$ cat src/rtl/cdb_arbiter.sv
// Common Data Bus arbiter: per-source result FIFOs, round-robin grant and a
// registered broadcast that the reservation stations and register status table snoop.
module cdb_arbiter #(
  parameter int N_SRC  = 3,
  parameter int TAG_W  = 4,
  parameter int DATA_W = 32,
  parameter int DEPTH  = 2,
  parameter int SRC_W  = $clog2(N_SRC)
) (
  input  logic                      clk,
  input  logic                      RST,
  input  logic                      flush,
  input  logic [N_SRC-1:0]          src_valid,
  input  logic [N_SRC*TAG_W-1:0]    src_tag,
  input  logic [N_SRC*DATA_W-1:0]   src_data,
  output logic [N_SRC-1:0]          src_ready,
  output logic                      cdb_valid,
  output logic [TAG_W-1:0]          cdb_tag,
  output logic [DATA_W-1:0]         cdb_data,
  output logic [SRC_W-1:0]          cdb_src
);

  localparam int PW = (DEPTH > 1) ? $clog2(DEPTH) : 1;
  localparam int CW = $clog2(DEPTH + 1);
  localparam int EW = TAG_W + DATA_W;

  logic [EW-1:0]     mem_q [N_SRC][DEPTH];
  logic [CW-1:0]     cnt_q [N_SRC];
  logic [PW-1:0]     rd_q  [N_SRC];
  logic [PW-1:0]     wr_q  [N_SRC];
  logic [SRC_W-1:0]  ptr_q;
  logic              cdb_valid_q;
  logic [TAG_W-1:0]  cdb_tag_q;
  logic [DATA_W-1:0] cdb_data_q;
  logic [SRC_W-1:0]  cdb_src_q;

  logic [N_SRC-1:0]  push_s;
  logic [N_SRC-1:0]  pop_s;
  logic              gnt_s;
  logic [SRC_W-1:0]  gnt_idx_s;
  logic [SRC_W-1:0]  scan_s;
  logic [SRC_W-1:0]  ptr_d;
  logic [EW-1:0]     head_s;
  int                scan_int_s;

  function automatic logic [PW-1:0] ptr_inc(input logic [PW-1:0] p);
    if (p == PW'(DEPTH - 1)) begin
      return '0;
    end else begin
      return p + PW'(1);
    end
  endfunction

  // Ready looks only at the registered count, never at a same-cycle pop.
  always_comb begin
    src_ready = '0;
    push_s    = '0;
    for (int i = 0; i < N_SRC; i++) begin
      src_ready[i] = (cnt_q[i] != CW'(DEPTH));
      push_s[i]    = src_valid[i] & src_ready[i];
    end
  end

  // Round-robin search starting at ptr_q over non-empty FIFOs.
  always_comb begin
    gnt_s      = 1'b0;
    gnt_idx_s  = '0;
    scan_int_s = 0;
    scan_s     = '0;
    for (int k = 0; k < N_SRC; k++) begin
      scan_int_s = int'(ptr_q) + k;
      if (scan_int_s >= N_SRC) begin
        scan_int_s = scan_int_s - N_SRC;
      end else begin
        scan_int_s = scan_int_s;
      end
      scan_s = SRC_W'(scan_int_s);
      if (!gnt_s && (cnt_q[scan_s] != '0)) begin
        gnt_s     = 1'b1;
        gnt_idx_s = scan_s;
      end else begin
        gnt_s     = gnt_s;
      end
    end
  end

  // Pop decode, head entry of the granted FIFO and next round-robin pointer.
  always_comb begin
    pop_s = '0;
    for (int i = 0; i < N_SRC; i++) begin
      pop_s[i] = gnt_s && (gnt_idx_s == SRC_W'(i));
    end
    head_s = mem_q[gnt_idx_s][rd_q[gnt_idx_s]];
    if (gnt_idx_s == SRC_W'(N_SRC - 1)) begin
      ptr_d = '0;
    end else begin
      ptr_d = gnt_idx_s + SRC_W'(1);
    end
  end

  // FIFO state, round-robin pointer and the registered CDB.
  always_ff @(posedge clk) begin
    if (RST) begin
      for (int i = 0; i < N_SRC; i++) begin
        cnt_q[i] <= '0;
        rd_q[i]  <= '0;
        wr_q[i]  <= '0;
      end
      ptr_q       <= '0;
      cdb_valid_q <= 1'b0;
      cdb_tag_q   <= '0;
      cdb_data_q  <= '0;
      cdb_src_q   <= '0;
    end else if (flush) begin
      for (int i = 0; i < N_SRC; i++) begin
        cnt_q[i] <= '0;
        rd_q[i]  <= '0;
        wr_q[i]  <= '0;
      end
      ptr_q       <= '0;
      cdb_valid_q <= 1'b0;
    end else begin
      for (int i = 0; i < N_SRC; i++) begin
        if (push_s[i]) begin
          mem_q[i][wr_q[i]] <= {src_tag[i*TAG_W +: TAG_W], src_data[i*DATA_W +: DATA_W]};
          wr_q[i]           <= ptr_inc(wr_q[i]);
        end
        if (pop_s[i]) begin
          rd_q[i] <= ptr_inc(rd_q[i]);
        end
        if (push_s[i] && !pop_s[i]) begin
          cnt_q[i] <= cnt_q[i] + CW'(1);
        end else if (pop_s[i] && !push_s[i]) begin
          cnt_q[i] <= cnt_q[i] - CW'(1);
        end
      end
      if (gnt_s) begin
        cdb_valid_q <= 1'b1;
        cdb_tag_q   <= head_s[EW-1:DATA_W];
        cdb_data_q  <= head_s[DATA_W-1:0];
        cdb_src_q   <= gnt_idx_s;
        ptr_q       <= ptr_d;
      end else begin
        cdb_valid_q <= 1'b0;
      end
    end
  end

  assign cdb_valid = cdb_valid_q;
  assign cdb_tag   = cdb_tag_q;
  assign cdb_data  = cdb_data_q;
  assign cdb_src   = cdb_src_q;

endmodule

$ cat config.mk
export PLATFORM = sky130hd
export DESIGN_NAME = cdb_arbiter
export DESIGN_NICKNAME = d
export VERILOG_FILES = /design/src/rtl/cdb_arbiter.sv
export SDC_FILE = /design/constraint.sdc
export NUM_CORES = 1
export LEC_CHECK = 0
export ABC_AREA = 1
export CORE_ASPECT_RATIO = 1.2
export CORE_UTILIZATION = 40
export DETAILED_ROUTE_END_ITERATION = 10
export GPL_TIMING_DRIVEN = 0
export PLACE_DENSITY = 0.62
export SLEW_MARGIN = 20
export SYNTH_ARGS = -nofsm -noshare
export SYNTH_HDL_FRONTEND = slang
export SYNTH_SLANG_ARGS = --single-unit
$ cat constraint.sdc
create_clock -name clk -period 3.8 [get_ports clk]
set_input_delay 0.38 -clock clk [delete_from_list [all_inputs] [get_ports clk]]
set_output_delay 0.38 -clock clk [all_outputs]
set_load 0.05 [all_outputs]
Word-level counts from Yosys, hierarchy flattened
Memories as Yosys holds them, arrays and structs flattened.
Cells that the tools add are included.
- output and inout port bits: 42
- memories kept: 4
- flip-flop bits (word level): 41
- input port bits: 114
- RAM bits: 228
- memories (memory ; words ; width ; rd ports ; clocked after memory_dff ; wr ports ; RTL line ; source):
    mem_q ; 3 ; 72 ; 1 ; 0 ; 3 ; 27 ; logic [EW-1:0] mem_q [N_SRC][DEPTH];
    cnt_q ; 3 ; 2 ; 6 ; 0 ; 3 ; 28 ; logic [CW-1:0] cnt_q [N_SRC];
    rd_q ; 3 ; 1 ; 4 ; 0 ; 3 ; 29 ; logic [PW-1:0] rd_q [N_SRC];
    wr_q ; 3 ; 1 ; 3 ; 0 ; 3 ; 30 ; logic [PW-1:0] wr_q [N_SRC];
- order comparisons: 10
- muxes and demuxes: 124
- reductions and logical operators: 28
- equality and inequality tests: 5
- add/subtract/negate cells: 18
- bitwise operators: 29
- operators with widths (operator ; number):
    36-bit two-way mux ; 6
    72-bit two-way mux ; 3
    36-bit demux with 1-bit select ; 3
    1-bit two-way mux ; 96
    2-bit two-way mux ; 16
    1-bit OR ; 21
    1-bit logical AND ; 14
    2-bit greater-or-equal comparator (second input constant) ; 5
    2-bit by 1-bit adder with 2-bit output (second input constant) ; 4
    1-bit logical NOT ; 8
    1-bit inverter with 2-bit output ; 4
    1-bit adder (second input constant) ; 6
    3-bit by 2-bit greater-or-equal comparator with 1-bit output (second input constant) ; 2
    2-bit by 1-bit < comparator with 1-bit output (second input constant) ; 3
    2-bit != test (second input constant) ; 3
    2-bit nonzero test ; 3
    2-bit by 1-bit subtractor with 2-bit output (second input constant) ; 3
    2-bit subtractor (second input constant) ; 3
    2-bit by 1-bit adder with 3-bit output (second input constant) ; 1
    2-bit by 2-bit adder with 3-bit output (second input constant) ; 1
    1-bit bitwise AND ; 3
    2-bit by 1-bit == test with 1-bit output (second input constant) ; 1
    2-bit == test (second input constant) ; 1
    2-bit logical NOT ; 1
    other kinds (3) ; 3

Depth between registers and ports, before layout
Gate-level depths: netlist of run 1.
An unclocked memory read counts as a cell.
- depth after elaboration: 21
- gate-level depth with buffers: 18
- depth with buffers taken out: 17

Least setup slack after synthesis of run 1
OpenSTA, ideal clock, no wires.
- path type: flip-flop to flip-flop
- start: mem cnt_q[2][0] in the netlist's numbering
- end: mem mem_q[2][0] in the netlist's numbering (enable)
- required time: 3371 ps
- setup slack: 558 ps
- clock period less this slack: 3242 ps
- stages on the path, launching flop included: 8
- data arrival time: 2813 ps
- library setup time: 429 ps
- buffers on the path: 0
- path through: edfxtp_1 > inv_1 > ha_1 > inv_1 > nand2_1 > nor2_1 > inv_1 > nor2_1
- RTL lines (element ; RTL line):
    start: declaration ; 28
    end: declaration ; 27

Final worst setup path of run 1
- start: reg ptr_q[0]
- end: reg cdb_data_q[6], in the netlist cdb_data[6]
- longest elaborated chain between the ends: 16
- elaborated cells on any way between the ends: 32
- those cells by class: add/sub: 5; order compare: 3; mux: 12; bitwise: 1; reduce/logical: 8; memory: 3
- ends and longest elaborated chain (element ; RTL line ; source):
    start: declaration ; 31 ; logic [SRC_W-1:0] ptr_q;
    start signal: assignment ; 142 ; ptr_q <= ptr_d;
    branches (longest 16 deep; another with 2-bit by 1-bit adder with 3-bit output) ; - ;
    end signal: assignment ; 140 ; cdb_data_q <= head_s[DATA_W-1:0];
    end: declaration ; 34 ; logic [DATA_W-1:0] cdb_data_q;
Several ways; the timed one is not identified. The select of a mux whose other input is x is not followed.
A chain may end at the register's enable or synchronous reset.

==> results of run 1 <==
routing by layer:
| layer | track usage | routed length, microns | share of wire | up-vias |
|---|---|---|---|---|
| met5 | 0 | 0 | 0 | - |
| met4 | 0.0756 | 680 | 0.022 | 0 |
| li1 | - | - | - | 3897 |
| met3 | 0.0285 | 2100 | 0.069 | 56 |
| met1 | 0.266 | 12000 | 0.39 | 3870 |
| met2 | 0.390 | 15700 | 0.52 | 334 |
worst paths after layout:
path	from	slack [ns]	depth (start not counted)	end
max	ptr_q[0]	0.99	15	cdb_data[6]
min	src_data[75]	0.43	1	mem_q[2][11]
max reg2reg	ptr_q[0]	0.99	15	cdb_data[6]
min reg2reg	ptr_q[1]	0.51	2	ptr_q[1]
cells by family after synthesis:
| kind of cell | share of synthesized area |
|---|---|
| adder cells (fa/ha/maj) | 0.00562 |
| XOR/XNOR | 0.00236 |
| AO/OA/AOI/OAI | 0.00495 |
| buffers and inverters | 0.0553 |
| AND/OR/NAND/NOR | 0.243 |
| flip-flops | 0.689 |
area by class of cell:
cell class | count | area [sq um] | area share
Buffer | 59 | 319 | 0.0225
Clock buffer | 38 | 747 | 0.0527
Multi-Input combinational cell | 625 | 2890 | 0.204
Sequential cell | 269 | 7670 | 0.541
Timing Repair Buffer | 162 | 1720 | 0.121
Inverter | 79 | 297 | 0.0209
Tap cell | 340 | 425 | 0.0300
Clock inverter | 11 | 101 | 0.00715
sequential cells by signal, summed over array words and instances (netlist names):
name / cells
mem_q: 216
wr_q: 3
cdb_data: 32
ptr_q: 2
rd_q: 3
cdb_valid: 1
cnt_q: 6
cdb_tag: 4
cdb_src: 2
Yosys cell counts (all sizes together):
cell and number:
clkinv 1, nand2 236, ha 5, clkbuf 6
inv 78, dfxtp 41, edfxtp 228, o21ai 6
nand3 265, or2 1, nor3 1, xor2 3
nand4 6, a21oi 5, buf 53, nor2 95
nand3b 2
metrics by stage:
stage | instances | utilization | cell area [sq um]
final | 1583 | 0.520 | 14200
after global routing | 1583 | 0.520 | 14200
after CTS | 1583 | 0.520 | 14200
after detailed placement | 1534 | 0.489 | 13300
after global placement | 1526 | 0.481 | 13100
after floorplan | 1032 | - | 11100
worst max-delay path, cell delays in order, from the launching register on:
cell     delay (ns)
dfxtp_1        0.39
inv_1          0.09
ha_1           0.39
inv_2          0.12
o21ai_1        0.07
nand3_1        0.09
nand2_1        0.10
nand4_1        0.23
inv_2          0.06
or2_1          0.26
inv_2          0.10
buf_4          0.20
buf_2          0.29
nand3_1        0.18
nand2_1        0.09
inv_1          0.04
==> run summary, run 1 <==
Max Fclk - 0.356 GHz
RSZ-0062 raised after global routing - no
Fin Hold WS - 0.434 ns
Residual DRC - 0
Leading cell type in the layout, fill and taps excluded - nand3_1
Port Buffer Count - 154
Largest net degree at the start of global routing - 23
Initial antenna violation count - 0
Final count of hold timing violations - 0
Mapped Area - 11100 sq um
Most frequent cells in the layout - 263 x nand3_1, 232 x nand2_1, 228 x edfxtp_1, 154 x clkdlybuf4s50_1, 86 x nor2_1
Finish-stage setup viols - 0
Iteration-0 DRC Markers - 470
Worst slew margin relative to its limit - 0.488
Yosys warning count - 0
Worst-path clk slew - 0.06 ns
Detailed-route wire length - 30500 microns
Fin Setup TNS - 0 ns
Post-Syn Instances - 1032
Wirelength per Cell - 19.3 microns
Chip width - 154 microns
Detailed Place HPWL - 21000 microns
Max-cap violations - 0
Avg Vias per Cell - 5.15
Yosys top cell by area - edfxtp_1
CTS tree - done
Status - complete, no violations
Number of global-route vias before repair - 8132
Vias - 8157
Gr usage total - 0.216
PostCTS Resize Cnt - 0
Clk_lat worst skew - 0.53 ns
CP endpoint kind - flop
H-tree depth - 1
Path type of the worst min-delay path - in -> reg
First-pass GRT wire length - 45800 microns
Post-synth top area share - 0.615
# hold bufs at CTS - 0
Postcts setup bufs - 0
Ranking of synthesized cells by area - edfxtp_1 62%, nand3_1 12%, nand2_1 7.8%
Fin. max-slew vios - 0
CTS root buf - clkbuf_16
Die H - 185 microns
Slew of the pin with the lowest slew margin - 0.769 ns
Global route overflow - 0
Post-Place Setup Slack - 0.856 ns
Share of cells above drive strength 1 - 0.0981
WP data arrival - 3.24 ns
Area Overhead vs Synth - 27.3%
RD Place Congestion - 0.802
FF+latch count, synth - 269
Filler Cells Inserted - 2441
Clock sink count - 269
Syn Nets - 1151
Num ports - 156
Critical path startpoint category - flop
Worst Path Max Fanout - 10
Die area - 28500 sq um
First drt pass iteration count - 5
Netlist cell types - 30
Syn_area_per_cell - 10.8 sq um
Cts bufs inserted - 27
Rows - 66
Fin worst setup slack - 0.993 ns
Core area - 27300 sq um
ANT cells - 0
CTS Buffer Depth - 3
Starting Density - 0.408
Clk_skew - 0.00894 ns
Crit Path Class - reg -> reg
Antenna-violating nets left - 0
Worst Path Required - 4.23 ns
Period utilization - 0.739
Sequential fraction of the synthesis area - 0.689
Final net count - 1342
Crit path time final - 2.81 ns
Power of run 1 is not shown: default switching activity piles up to over one toggle a cycle in this logic, so the estimate is an artifact.
==> run 2: changes to the inputs <==
Settings changed: PLACE_DENSITY 0.62 to 0.65.
Clock period 3.8 ns to 2.3 ns, I/O delays scaled along.
==> run 2 against run 1 <==
The flow now finishes with violations (setup timing). First-iteration DRC count rose by 52%. Setup slack got worse by 1.2 ns. Clock skew down 0.0027 ns. Routed wire length increased by 8.2%. Hold slack got worse by 0.16 ns. Register-to-register slack lost 1.2 ns. Critical path depth grew 1. Via count up 6.3%. Sequential cell count unchanged. Core utilization is 4.4 points higher. Non-clock buffer count increased by 36. Sequential share of layout area decreased by 4.1 points.
==> run summary, run 2 (synthesis gave the netlist of run 1 again) <==
Status - complete, but fails checks (was complete, no violations)
Failing checks - setup timing
Crit Path Class - reg -> reg (unchanged)
CTS root buf - clkbuf_16 (unchanged)
Antenna-violating nets left - 0 (unchanged)
Die H - 185 microns (unchanged)
Fin worst setup slack - -0.160 ns (was 0.993 ns)
Max FFs per register - 216 (unchanged)
Vias - 8674 (was 8157)
Clk_lat worst skew - 0.53 ns (about the same)
Fin cells - 1618 (was 1583)
Number of global-route vias before repair - 8799 (was 8132)
Clk_skew - 0.00621 ns (was 0.00894 ns)
Slew of the pin with the lowest slew margin - 0.776 ns (was 0.769 ns)
Filler Cells Inserted - 2233 (was 2441)
Global route overflow - 0 (unchanged)
Final net count - 1377 (was 1342)
Fin Hold WS - 0.276 ns (was 0.434 ns)
Area Overhead vs Synth - 38.0% (was 27.3%)
Max-cap violations - 0 (unchanged)
ANT cells - 0 (unchanged)
Cts bufs inserted - 26 (was 27)
First-pass GRT wire length - 49900 microns (was 45800 microns)
Placed Area - 13400 sq um (was 13300 sq um)
Largest net degree at the start of global routing - 21 (was 23)
Worst slew margin relative to its limit - 0.481 (was 0.488)
Crit path to - cnt_q[0][1] (was cdb_data[6])
Critical path startpoint category - flop (unchanged)
Path type of the worst min-delay path - in -> reg (unchanged)
Gr usage total - 0.234 (was 0.216)
Detailed-route wire length - 33000 microns (was 30500 microns)
Worst Path Required - 2.60 ns (was 4.23 ns)
Detailed Place HPWL - 21400 microns (was 21000 microns)
Final core occ - 0.564 (was 0.520)
Iteration-0 DRC Markers - 714 (was 470)
R2R cell count - 16 (was 15)
CTS tree - done (unchanged)
Setup crit start - ptr_q[0] (unchanged)
WP data arrival - 2.76 ns (was 3.24 ns)
Max Fclk - 0.407 GHz (was 0.356 GHz)
Residual DRC - 0 (unchanged)
Starting Density - 0.408 (unchanged)
Wirelength per Cell - 20.4 microns (was 19.3 microns)
Share of cells above drive strength 1 - 0.178 (was 0.0981)
Worst r2r src - ptr_q[0] (unchanged)
Setup slack, reg-to-reg - -0.16 ns (was 0.99 ns)
Slowest stage cell, crit path - dfxtp_4 (was dfxtp_1)
Final count of hold timing violations - 0 (unchanged)
Final Cell Area - 15400 sq um (was 14200 sq um)
Critical-path cell list - inv_4 -> ha_4 -> inv_4 -> nand2_2 -> nand3_2 -> nand2_1 -> nand3_2 -> nand2_2 -> nor2_4 -> buf_12 -> buf_8 -> nand4_1 -> xor2_1 -> inv_2 -> nand2_1 -> inv_1 (was inv_1 -> ha_1 -> inv_2 -> o21ai_1 -> nand3_1 -> nand2_1 -> nand4_1 -> inv_2 -> or2_1 -> inv_2 -> buf_4 -> buf_2 -> nand3_1 -> nand2_1 -> inv_1)
First drt pass iteration count - 5 (unchanged)
Fin. max-slew vios - 0 (unchanged)
Chip width - 154 microns (unchanged)
CP endpoint kind - flop (unchanged)
Worst stage delay on the critical path - 0.37 ns (was 0.39 ns)
H-tree depth - 1 (unchanged)
Avg Vias per Cell - 5.36 (was 5.15)
Worst Path Max Fanout - 5 (was 10)
Cells after DPL - 1534 (unchanged)
Finish-stage setup viols - 45 (was 0)
Die area - 28500 sq um (unchanged)
Core area - 27300 sq um (unchanged)
Initial antenna violation count - 0 (unchanged)
RSZ-0062 raised after global routing - yes (was no)
Leading cell type in the layout, fill and taps excluded - nand3_1 (unchanged)
Num ports - 156 (unchanged)
Crit Reg-Reg Endpoint - cnt_q[0][1] (was cdb_data[6])
Period utilization - 1.07 (was 0.739)
Crit path time final - 2.46 ns (was 2.81 ns)
Clock sink count - 269 (unchanged)
Most frequent cells in the layout - 242 x nand3_1, 228 x edfxtp_1, 215 x nand2_1, 153 x clkdlybuf4s50_1, 83 x nor2_1 (was 263 x nand3_1, 232 x nand2_1, 228 x edfxtp_1, 154 x clkdlybuf4s50_1, 86 x nor2_1)
Port Buffer Count - 154 (unchanged)
Worst-path clk slew - 0.07 ns (was 0.06 ns)
CTS Buffer Depth - 3 (unchanged)
Rows - 66 (unchanged)
RD Place Congestion - 0.793 (was 0.802)
==> run 2: cell count changes in the layout (fill, tap and decap cells not counted), moves of 13 or more <==
cell,change
nand3_1,-21
nand2_1,-17
nand2_2,+13
buf_2,-26
buf_4,+31
buf_6,+15
nand3_2,+18
==> run 2: timing repair <==
item / CTS / global route
endpoints found under the hold margin: 0 / 0
setup endpoints to repair: 55 / 82
hold buffers: 0 / 0
gates cloned: 5 / 1
gates resized for setup: 114 / 40
buffers inserted: 23 / 7
pin swaps: 28 / 14
==> run 2: cell type report <==
type,count,area (sq um),share of cell area
sequential,269,7670,0.500
clock inverter,20,345,0.0225
buffer,59,531,0.0345
tap,340,425,0.0277
multi-input combinational,625,3180,0.207
timing repair buffer,198,2200,0.144
inverter,79,309,0.0201
clock buffer,28,689,0.0449
==> run 2: worst min-delay path by stage <==
| stage | startpoint | cells past startpoint | end | slack (ns) |
|---|---|---|---|---|
| final | src_data[32] | 1 | mem_q[1][36] | 0.28 |
| after global routing | src_data[64] | 1 | mem_q[2][0] | 0.26 |
| after CTS | src_data[64] | 1 | mem_q[2][0] | 0.26 |
| after detailed placement | ptr_q[1] | 2 | ptr_q[1] | 0.51 |
| after global placement | ptr_q[0] | 2 | ptr_q[0] | 0.49 |
| after floorplan | src_data[0] | 0 | mem_q[0][0] | 0.33 |
==> run 2: per-layer routing <==
| metal | global-route usage | part of all wire | vias to the layer above |
|---|---|---|---|
| li1 | - | - | 3983 |
| met1 | 0.289 | 0.39 | 4208 |
| met2 | 0.416 | 0.51 | 424 |
| met3 | 0.0367 | 0.076 | 59 |
| met4 | 0.0816 | 0.025 | 0 |
| met5 | 0 | 0 | - |
==> run 2: metrics by stage <==
step	TNS, ns	worst slack, ns
2_1_floorplan	-25.47	-0.354
3_3_place_gp	-192.81	-1.63
3_5_place_dp	-59.34	-0.488
4_1_cts	-0.309	-0.0382
5_1_grt	-9.95	-0.263
6_report	-3.78	-0.160
==> run 2: critical path, delay by kind of cell, from the launching register on <==
kind	cells	cell delay [ns]
and+or+nand+nor	8	0.88
DFF	1	0.37
adders and majority gates	1	0.26
xor gates and xnor gates	1	0.25
buffers and inverters	6	0.47
Power of run 2 is left out for the same reason.
